[src/rtl/opl3_clk_en_gen_frac.sv]
// ---------------------------------------------------------------------------
// opl3_clk_en_gen_frac
//
// Multi-channel fractional clock-enable generator. Each channel owns a phase
// accumulator that adds its increment on every running cycle. The carry out
// of the top bit becomes a registered single-cycle enable pulse, so the
// average pulse rate is clk * inc / 2^ACC_WIDTH and is exact even when the
// ratio is not an integer.
//
// A new increment is written into a per-channel holding register first. It
// is moved into the live increment only at a safe moment, so no period is
// ever cut short or stretched:
//   - on the channel's carry, which is the period boundary,
//   - while the channel is stopped (run = 0), or
//   - on a global restart.
// The sum in the cycle that applies the new value still uses the old
// increment.
//
// Ports:
//   clk          master clock
//   reset_n      asynchronous active-low reset
//   run          per-channel accumulate enable; 0 holds phase
//   restart      synchronous phase restart of every channel. It zeroes all
//                accumulators, suppresses pulses for that cycle and applies
//                any pending increment. It has priority over run and carry.
//   wr_en        increment write strobe
//   wr_chan      target channel of the write; out-of-range is ignored
//   wr_data      new increment value
//   clk_en       registered enable pulses, one bit per channel
//   inc_pending  a written increment is waiting to be applied
// ---------------------------------------------------------------------------
module opl3_clk_en_gen_frac #(
  parameter int NUM_CHANNELS   = 2,
  parameter int ACC_WIDTH      = 24,
  parameter int DEFAULT_INC    = 65536,
  parameter int CHAN_SEL_WIDTH = (NUM_CHANNELS > 1) ? $clog2(NUM_CHANNELS) : 1
) (
  input  logic                      clk,
  input  logic                      reset_n,
  input  logic [NUM_CHANNELS-1:0]   run,
  input  logic                      restart,
  input  logic                      wr_en,
  input  logic [CHAN_SEL_WIDTH-1:0] wr_chan,
  input  logic [ACC_WIDTH-1:0]      wr_data,
  output logic [NUM_CHANNELS-1:0]   clk_en,
  output logic [NUM_CHANNELS-1:0]   inc_pending
);

  localparam logic [ACC_WIDTH-1:0] RESET_INC = ACC_WIDTH'(DEFAULT_INC);

  for (genvar c = 0; c < NUM_CHANNELS; c++) begin : g_chan
    // Address of this channel. Codes at or above NUM_CHANNELS never match
    // any channel, so out-of-range writes fall through untouched.
    localparam logic [CHAN_SEL_WIDTH-1:0] CHAN_ID = CHAN_SEL_WIDTH'(c);

    logic [ACC_WIDTH-1:0] acc_q;
    logic [ACC_WIDTH-1:0] inc_q;
    logic [ACC_WIDTH-1:0] pend_q;
    logic                 pend_valid_q;
    logic                 en_q;

    logic [ACC_WIDTH:0]   sum;
    logic                 carry;
    logic                 apply;
    logic                 wr_hit;

    // One extra bit holds the wrap-around carry.
    assign sum    = {1'b0, acc_q} + {1'b0, inc_q};

    // A carry only counts when the channel really accumulates this cycle.
    assign carry  = run[c] & ~restart & sum[ACC_WIDTH];

    // The pending value is swapped in only at a period boundary, or while
    // the phase is frozen or being reset anyway.
    assign apply  = pend_valid_q & (restart | ~run[c] | carry);

    assign wr_hit = wr_en & (wr_chan == CHAN_ID);

    always_ff @(posedge clk or negedge reset_n) begin
      if (!reset_n) begin
        acc_q        <= '0;
        inc_q        <= RESET_INC;
        pend_q       <= '0;
        pend_valid_q <= 1'b0;
        en_q         <= 1'b0;
      end else begin
        // Phase accumulator and pulse register.
        if (restart) begin
          acc_q <= '0;
          en_q  <= 1'b0;
        end else if (run[c]) begin
          acc_q <= sum[ACC_WIDTH-1:0];
          en_q  <= sum[ACC_WIDTH];
        end else begin
          en_q  <= 1'b0;
        end

        // Increment hand-over. A write that lands in the same cycle as an
        // apply is ordered after it: the old pending value goes live and the
        // new data becomes the next pending value.
        if (apply) begin
          inc_q        <= pend_q;
          pend_valid_q <= 1'b0;
        end
        if (wr_hit) begin
          pend_q       <= wr_data;
          pend_valid_q <= 1'b1;
        end
      end
    end

    assign clk_en[c]      = en_q;
    assign inc_pending[c] = pend_valid_q;
  end

endmodule

[config.mk]
export PLATFORM = sky130hd
export DESIGN_NAME = opl3_clk_en_gen_frac
export DESIGN_NICKNAME = d
export VERILOG_FILES = /design/src/rtl/opl3_clk_en_gen_frac.sv
export SDC_FILE = /design/constraint.sdc
export NUM_CORES = 1
export LEC_CHECK = 0
export BUFFER_PORTS_ARGS = -buffer_cell sky130_fd_sc_hd__buf_2
export CORE_MARGIN = 8
export CORE_UTILIZATION = 30
export CTS_BUF_LIST = sky130_fd_sc_hd__clkbuf_4 sky130_fd_sc_hd__clkbuf_8 sky130_fd_sc_hd__clkbuf_16
export DETAILED_ROUTE_END_ITERATION = 7
export SKIP_LAST_GASP = 1
export SYNTH_ARGS = -nofsm -noshare
export SYNTH_HDL_FRONTEND = slang
export SYNTH_SLANG_ARGS = --single-unit
export TNS_END_PERCENT = 10
[constraint.sdc]
create_clock -name clk -period 4.5 [get_ports clk]
set_input_delay 0.675 -clock clk [delete_from_list [all_inputs] [get_ports clk]]
set_output_delay 0.675 -clock clk [all_outputs]
set_load 0.1 [all_outputs]
; Word level (Yosys, flattened, before mapping)
; Cells that the tools add are included.
[classes]
addsub = 2
n_mux = 12
bitwise_logic = 16
n_reduce_logical = 4
[op_table]
columns = cell, n
row1 = $mux 24, 4
row2 = $add 24x24->25, 2
row3 = $and 1x1->1, 8
row4 = $mux 1, 8
row5 = $reduce_bool 2->1, 4
row6 = $not 1->1, 4
row7 = $or 1x1->1, 4
[word_totals]
regBits = 148
in_bits = 31
out_inout_bits = 4
wordCells = 44

; Longest topological paths before layout
; Gate-level depths: netlist of run 1.
[depth]
word_depth = 7
ltp_mapped = 11

; Worst setup path after synthesis of run 1
; OpenSTA, ideal clock, no wires.
[synth_path]
kind = register to register
start = register g_chan[1].acc_q[0]
end = register g_chan[1].inc_q[3]
setup_ns = 0.125
arrival_time_ns = 2.642
slack_ns = 1.733
path_stages_with_launch = 11
n_path_buf = 1
period_less_slack_ns = 2.767
cell_sequence = dfrtp_1 > ha_1 > fa_1 > a21o_1 > nand4_1 > a211oi_1 > nor3b_2 > a21oi_2 > o211ai_2 > buf_4 > mux2_2
[synth_between]
elab_chain_cells = 4
[synth_lines]
columns = element, line_no
row1 = "start, declared", 56  ; logic [ACC_WIDTH-1:0] acc_q;
row2 = "start signal, assigned", 92  ; acc_q <= sum[ACC_WIDTH-1:0];
row3 = $add 24x24->25, 68  ; assign sum = {1'b0, acc_q} + {1'b0, inc_q};
row4 = $and 1x1->1, 71  ; assign carry = run[c] & ~restart & sum[ACC_WIDTH];
row5 = $or 1x1->1, 75  ; assign apply = pend_valid_q & (restart | ~run[c] | carry);
row6 = $and 1x1->1, 75
row7 = "end signal, assigned", 102  ; inc_q <= pend_q;
row8 = "end, declared", 57  ; logic [ACC_WIDTH-1:0] inc_q;
; Every way passes these cells.
; A chain may end at the register's enable or synchronous reset.

; Worst setup path after layout of run 1
[layout_path]
start = register g_chan[0].acc_q[0]
end = register g_chan[0].inc_q[6]
[layout_between]
elab_chain_cells = 4
[layout_lines]
columns = element, line_no
row1 = "start, declared", 56
row2 = "start signal, assigned", 92
row3 = $add 24x24->25, 68
row4 = $and 1x1->1, 71
row5 = $or 1x1->1, 75
row6 = $and 1x1->1, 75
row7 = "end signal, assigned", 102
row8 = "end, declared", 57
; Every way passes these cells.

==> results.sh, run 1 <==
export IMPL_firstDrtPassIters=5
export IMPL_die_area_um2=33100
export IMPL_grt_pass1_wl_mm=30.2
export IMPL_finalWirelength_mm=17.9
export IMPL_synth_area_top_cells="dfrtp_1, mux2_2, ha_1, mux2_4, a21oi_1"
export IMPL_cts_tree="done"
export IMPL_holdBufCountCts=0
export IMPL_start_util_pct=30.6
export IMPL_cts_clk_slew_worst_paths_ps=60
export IMPL_min_path_type="input port to asynchronous set/reset pin"
export IMPL_finClkSkew_ps=9.27
export IMPL_synth_xor_area_share_pct=3.07
export IMPL_fillers=2679
export IMPL_track_usage_pct=11.2
export IMPL_syn_area_um2=8260
export IMPL_antenna_cells=0
export IMPL_reg2reg_depth=10
export IMPL_nets=852
export IMPL_ys_seq_area_share_pct=44.9
export IMPL_end_kind="flip-flop"
export IMPL_io_pins=35
export IMPL_synth_top_family_by_area="multiplexers"
export IMPL_ant_nets=0
export IMPL_powerDensity_nw_per_um2=725
export IMPL_synth_cell_types=70
export IMPL_worst_pin_slew_ps=1110
export IMPL_synth_nets=830
export IMPL_final_hold_violation_count=0
export IMPL_period_minus_slack_ps=3160
export IMPL_area_growth_pct=13.0
export IMPL_drc=0
export IMPL_final_cell_mix="dfrtp_1, mux2_2, nor2_1"
export IMPL_finalPower_mw=6.77
export IMPL_stdcell_count=1125
export IMPL_ir_worst_vdd_mv=0.212
export IMPL_ys_warn_count=0
export IMPL_synth_edf_count=0
export IMPL_netlist_instances=749
export IMPL_regArea_um2=3710
export IMPL_gp_congestion=0.854
export IMPL_power_frac_seq_pct=30.8
export IMPL_drv_cap=0
export IMPL_critPathMaxFanout=24
export IMPL_critPathKind="flip-flop to flip-flop"
export IMPL_power_switching_mw=2.63
export IMPL_numPortBuffers=34
export IMPL_critical_path_arrival_ps=3460
export IMPL_power_leakage_nw=4.23
export IMPL_overflow=0
export IMPL_drt_iter0_markers=296
export IMPL_whs_ps=322
export IMPL_async_flop_share_pct=100
export IMPL_cp_required_ps=4800
export IMPL_postCtsSetupRepairBufs=0
export IMPL_cts_root_buf="clkbuf_16"
export IMPL_fin_crit_sh_pct=70.1
export IMPL_fin_util_pct=34.5
export IMPL_muxShareOfSynthArea_pct=16.2
export IMPL_vias_per_cell=5.12
export IMPL_die_y_um=182
export IMPL_core_rowCount=60
export IMPL_clock_latency_ps=420
export IMPL_internal_power_mw=4.14
export IMPL_synth_fa_ha_area_share_pct=7.76
export IMPL_die_x_um=182
export IMPL_cts_max_level=4
export IMPL_worstSetupStartpointType="flip-flop"
export IMPL_worst_slew_margin_rel_pct=25.7
export IMPL_synth_compound_area_share_pct=14.6
export IMPL_grt_pass1_vias=5903
export IMPL_synth_top_area_share_pct=44.2
export IMPL_final_common_cell="dfrtp_1"
export IMPL_status="completed"
export IMPL_drive_gt1_share_pct=21.9
export IMPL_rsz0062_at_grt="no"
export IMPL_slew_viol_final=0
export IMPL_avgRoutedWirePerCell_um=15.9
export IMPL_postCtsResizedCells=0
export IMPL_vias=5761
export IMPL_pwr_share_clk_pct=22.3
export IMPL_core_area_um2=27000
export IMPL_swShare_pct=38.8
export IMPL_yosysTopAreaCell="dfrtp_1"
export IMPL_clockBufferDepth=2
export IMPL_dp_hpwl_mm=12.7
export IMPL_postSynthAreaPerCell_um2=11.0
export IMPL_cts_num_sinks=148
export IMPL_yosys_area_share_simple_pct=10.5
export IMPL_pwr_share_comb_pct=46.9
export IMPL_synth_ff_type="dfrtp_1"
export IMPL_setup_viol=0
export IMPL_multiInputGateArea_um2=4310
export IMPL_grt_max_degree=98
export IMPL_fin_tns_setup_ps=0
export IMPL_placed_cells=1093
export IMPL_fmax_ghz=0.317
export IMPL_cts_buffers_inserted=17
export IMPL_ys_ff_latch=148
export IMPL_antenna_found_initial=0
## per-layer routing
layer,track usage [%],share of wire (%)
met1,15.4,51
met2,16.3,42
met3,2.89,4.5
met4,4.72,1.9
met5,1.54,0.38
## cell usage after synthesis, types with 6 or more instances
cell type    n
dfrtp_1    146
mux2_2      65
nor2_1      53
nand2_1     51
ha_1        48
a21oi_1     46
o21ai_0     41
nand3_1     21
mux2_4      20
mux2i_1     18
a21o_1      17
clkbuf_1    16
xnor2_1     16
xor2_1      13
a211oi_1    12
mux2_1      11
inv_1       10
o211ai_1    10
nor2b_1      8
nand2b_1     7
nor3_1       7
buf_1        6
buf_2        6
buf_4        6
nand4_1      6
## layout make-up
cell class,instances,area share (%)
clock buffers,17,4.56
clock inverters,15,2.19
inverters,10,0.402
multi-input cells,554,46.2
flip-flops and latches,148,39.7
well taps,341,4.57
repair buffers,40,2.37
## flip-flops by register name, indices dropped and copies added, names as in the netlist
register and flops:
g_chan.inc_q 48, g_chan.acc_q 48, g_chan.pend_q 48, g_chan.en_q 2, g_chan.pend_valid_q 2
## metrics by stage
step / setup WS (ps) / cell area, um^2
floorplan: 1730 / 8260
finish: 1340 / 9330
CTS: 1350 / 9330
global route: 1170 / 9330
global placement: 1330 / 8700
detailed placement: 1270 / 8700
## worst paths after layout
path,start,endpoint,slack (ps)
setup / recovery,g_chan[0].acc_q[0]$_DFFE_PN0P_,g_chan[0].inc_q[6]$_DFFE_PN0P_,1340
hold / removal,reset_n,g_chan[1].acc_q[23]$_DFFE_PN0P_,320
setup reg to reg,g_chan[0].acc_q[0]$_DFFE_PN0P_,g_chan[0].inc_q[6]$_DFFE_PN0P_,1340
hold reg to reg,g_chan[1].pend_q[7]$_DFFE_PN0P_,g_chan[1].inc_q[7]$_DFFE_PN0P_,480
max in group asynchronous,reset_n,g_chan[0].inc_q[16]$_DFFE_PN1P_,3180
min in group clk,g_chan[1].pend_q[7]$_DFFE_PN0P_,g_chan[1].inc_q[7]$_DFFE_PN0P_,480
## power groups by stage
stage | clock, mW | sequential, mW | combinational, mW
floorplan | 0 | 1.99 | 2.62
global placement | 0 | 2.11 | 3.09
detailed placement | 0 | 2.11 | 3.14
CTS | 1.55 | 2.10 | 3.17
global route | 1.61 | 2.15 | 3.56
finish | 1.51 | 2.08 | 3.17
## kinds of logic after synthesis
kind of cell,count (synthesis)
DFF,148
xor gates and xnor gates,29
adders and majority gates,50
and+or+nand+nor,179
muxes,114
buffers and inverters,47
AOI/OAI and AO/OA,182
## critical path: stages, from the launching register on
cell and delay [ps]:
dfrtp_1 380, ha_1 230, fa_1 430, a211oi_2 310, nor2_4 80, o21ai_2 230, o31a_1 280, or3_4 170
a31o_1 130, buf_4 380, mux2_2 380
Power figures use the tool's default switching activity.
==> run 2: changes to the inputs <==
==> constraint.sdc (replaced) <==
create_clock -name clk -period 3.2 [get_ports clk]
set_input_delay 0.48 -clock clk [delete_from_list [all_inputs] [get_ports clk]]
set_output_delay 0.48 -clock clk [all_outputs]
set_load 0.1 [all_outputs]
==> results.sh, run 2 (synthesis results as in run 1) <==
export IMPL_status="completed"
export IMPL_overflow=0
export IMPL_rsz0062_at_grt="no"
export IMPL_fin_util_pct=34.8
export IMPL_die_y_um=182
export IMPL_clockBufferDepth=2
export IMPL_final_common_cell="dfrtp_1"
export IMPL_cts_clk_slew_worst_paths_ps=60
export IMPL_postCtsResizedCells=0
export IMPL_fmax_ghz=0.334
export IMPL_worstSetupStartpointType="flip-flop"
export IMPL_cts_max_level=4
export IMPL_worst_pin_slew_ps=1080
export IMPL_end_kind="flip-flop"
export IMPL_antenna_found_initial=0
export IMPL_critPathSlowestCell="fa_1"
export IMPL_start_util_pct=30.6
export IMPL_drt_iter0_markers=316
export IMPL_grt_pass1_vias=5744
export IMPL_final_cell_mix="dfrtp_1, mux2_2, nor2_1"
export IMPL_finClkSkew_ps=7.99
export IMPL_cts_root_buf="clkbuf_16"
export IMPL_critical_path_arrival_ps=3290
export IMPL_antenna_cells=0
export IMPL_drc=0
export IMPL_top_regs="g_chan.acc_q: 48 flops, g_chan.inc_q: 48 flops, g_chan.pend_q: 48 flops"
export IMPL_setup_viol=0
export IMPL_grt_pass1_wl_mm=30.2
export IMPL_power_leakage_nw=4.28
export IMPL_period_minus_slack_ps=2990
export IMPL_gp_congestion=0.832
export IMPL_whs_ps=51.6
export IMPL_finalWirelength_mm=18.1
export IMPL_fin_crit_sh_pct=93.6
export IMPL_place_ws_ps=263
export IMPL_slew_viol_final=0
export IMPL_die_x_um=182
export IMPL_cts_tree="done"
export IMPL_worst_slew_margin_rel_pct=27.9
export IMPL_min_path_type="input port to asynchronous set/reset pin"
export IMPL_vias_per_cell=5.07
export IMPL_final_hold_violation_count=0
export IMPL_vias=5752
export IMPL_core_area_um2=27000
export IMPL_dp_hpwl_mm=13.2
export IMPL_ant_nets=0
export IMPL_avgRoutedWirePerCell_um=15.9
export IMPL_drv_cap=0
export IMPL_io_pins=35
export IMPL_die_area_um2=33100
export IMPL_track_usage_pct=11.2
export IMPL_postCtsSetupRepairBufs=0
export IMPL_grt_max_degree=74
export IMPL_critPathKind="flip-flop to flip-flop"
export IMPL_cp_required_ps=3500
export IMPL_critPathMaxFanout=24
export IMPL_numPortBuffers=34
export IMPL_finalPower_mw=9.52
export IMPL_fin_ws_ps=206
export IMPL_crit_chain="ha_1 > fa_1 > a211oi_2 > nor2_4 > o21ai_2 > o31a_1 > or3_4 > a31o_1 > buf_12 > mux2_2"
export IMPL_fin_tns_setup_ps=0
export IMPL_drive_gt1_share_pct=22.8
export IMPL_critPathMaxStageDelay_ps=430
export IMPL_clock_latency_ps=420
export IMPL_core_rowCount=60
export IMPL_ir_worst_vdd_mv=0.306
export IMPL_holdBufCountCts=0
export IMPL_nets=861
export IMPL_cts_num_sinks=148
export IMPL_cts_buffers_inserted=17
export IMPL_firstDrtPassIters=5
export IMPL_powerDensity_nw_per_um2=1010
export IMPL_area_growth_pct=13.9
## run 2: through the flow
stage	cell area, um^2	cells
after floorplan	8260	749
after global placement	8790	1102
after detailed placement	8790	1102
after CTS	9410	1134
after global routing	9410	1134
final	9410	1134
## run 2: worst max-delay path: cells and delay by family, from the launching register on
family | cells | cell delay [ps]
multiplexers | 1 | 360
AND/OR/NAND/NOR | 2 | 240
adder cells (fa/ha/maj) | 2 | 640
AO/OA/AOI/OAI | 4 | 1000
flip-flops | 1 | 390
buffers and inverters | 1 | 220
## run 2: layer usage
layer  part of all wire [%]  vias up  global-route usage (%)  wire length, um
met5                      0        -                       0                0
met4                    1.5        0                    3.94              272
met3                    4.1       18                    2.30              737
met2                     42      106                    16.3             7520
met1                     53     2809                    16.1             9530
li1                       -     2819                       -                -
## run 2: path summary, 6_finish.rpt
kind,depth (start not counted),slack [ps],start,to
min,1,50,reset_n,g_chan[1].acc_q[22]$_DFFE_PN0P_
min in group clk,2,320,wr_data[2],g_chan[1].pend_q[2]$_DFFE_PN0P_
max,10,210,g_chan[0].inc_q[0]$_DFFE_PN0P_,g_chan[0].inc_q[6]$_DFFE_PN0P_
min reg2reg,1,480,g_chan[1].pend_q[17]$_DFFE_PN0P_,g_chan[1].inc_q[17]$_DFFE_PN0P_
max in group asynchronous,2,2300,reset_n,g_chan[0].inc_q[16]$_DFFE_PN1P_
max reg2reg,10,210,g_chan[0].inc_q[0]$_DFFE_PN0P_,g_chan[0].inc_q[6]$_DFFE_PN0P_
## run 2: power breakdown
part	internal (mW)	total, mW	switching [mW]
clock network	1.30	2.06	0.763
registers	2.52	2.94	0.421
logic	2.04	4.52	2.48
total	5.86	9.52	3.66
## run 2: layout make-up
| type | instances | area [um^2] |
|---|---|---|
| timing repair buffer | 49 | 314 |
| inverter | 10 | 37.5 |
| fill | 2697 | 17600 |
| multi-input combinational | 554 | 4310 |
| sequential | 148 | 3710 |
| clock buffer | 22 | 482 |
| tap | 341 | 427 |
| clock inverter | 10 | 130 |
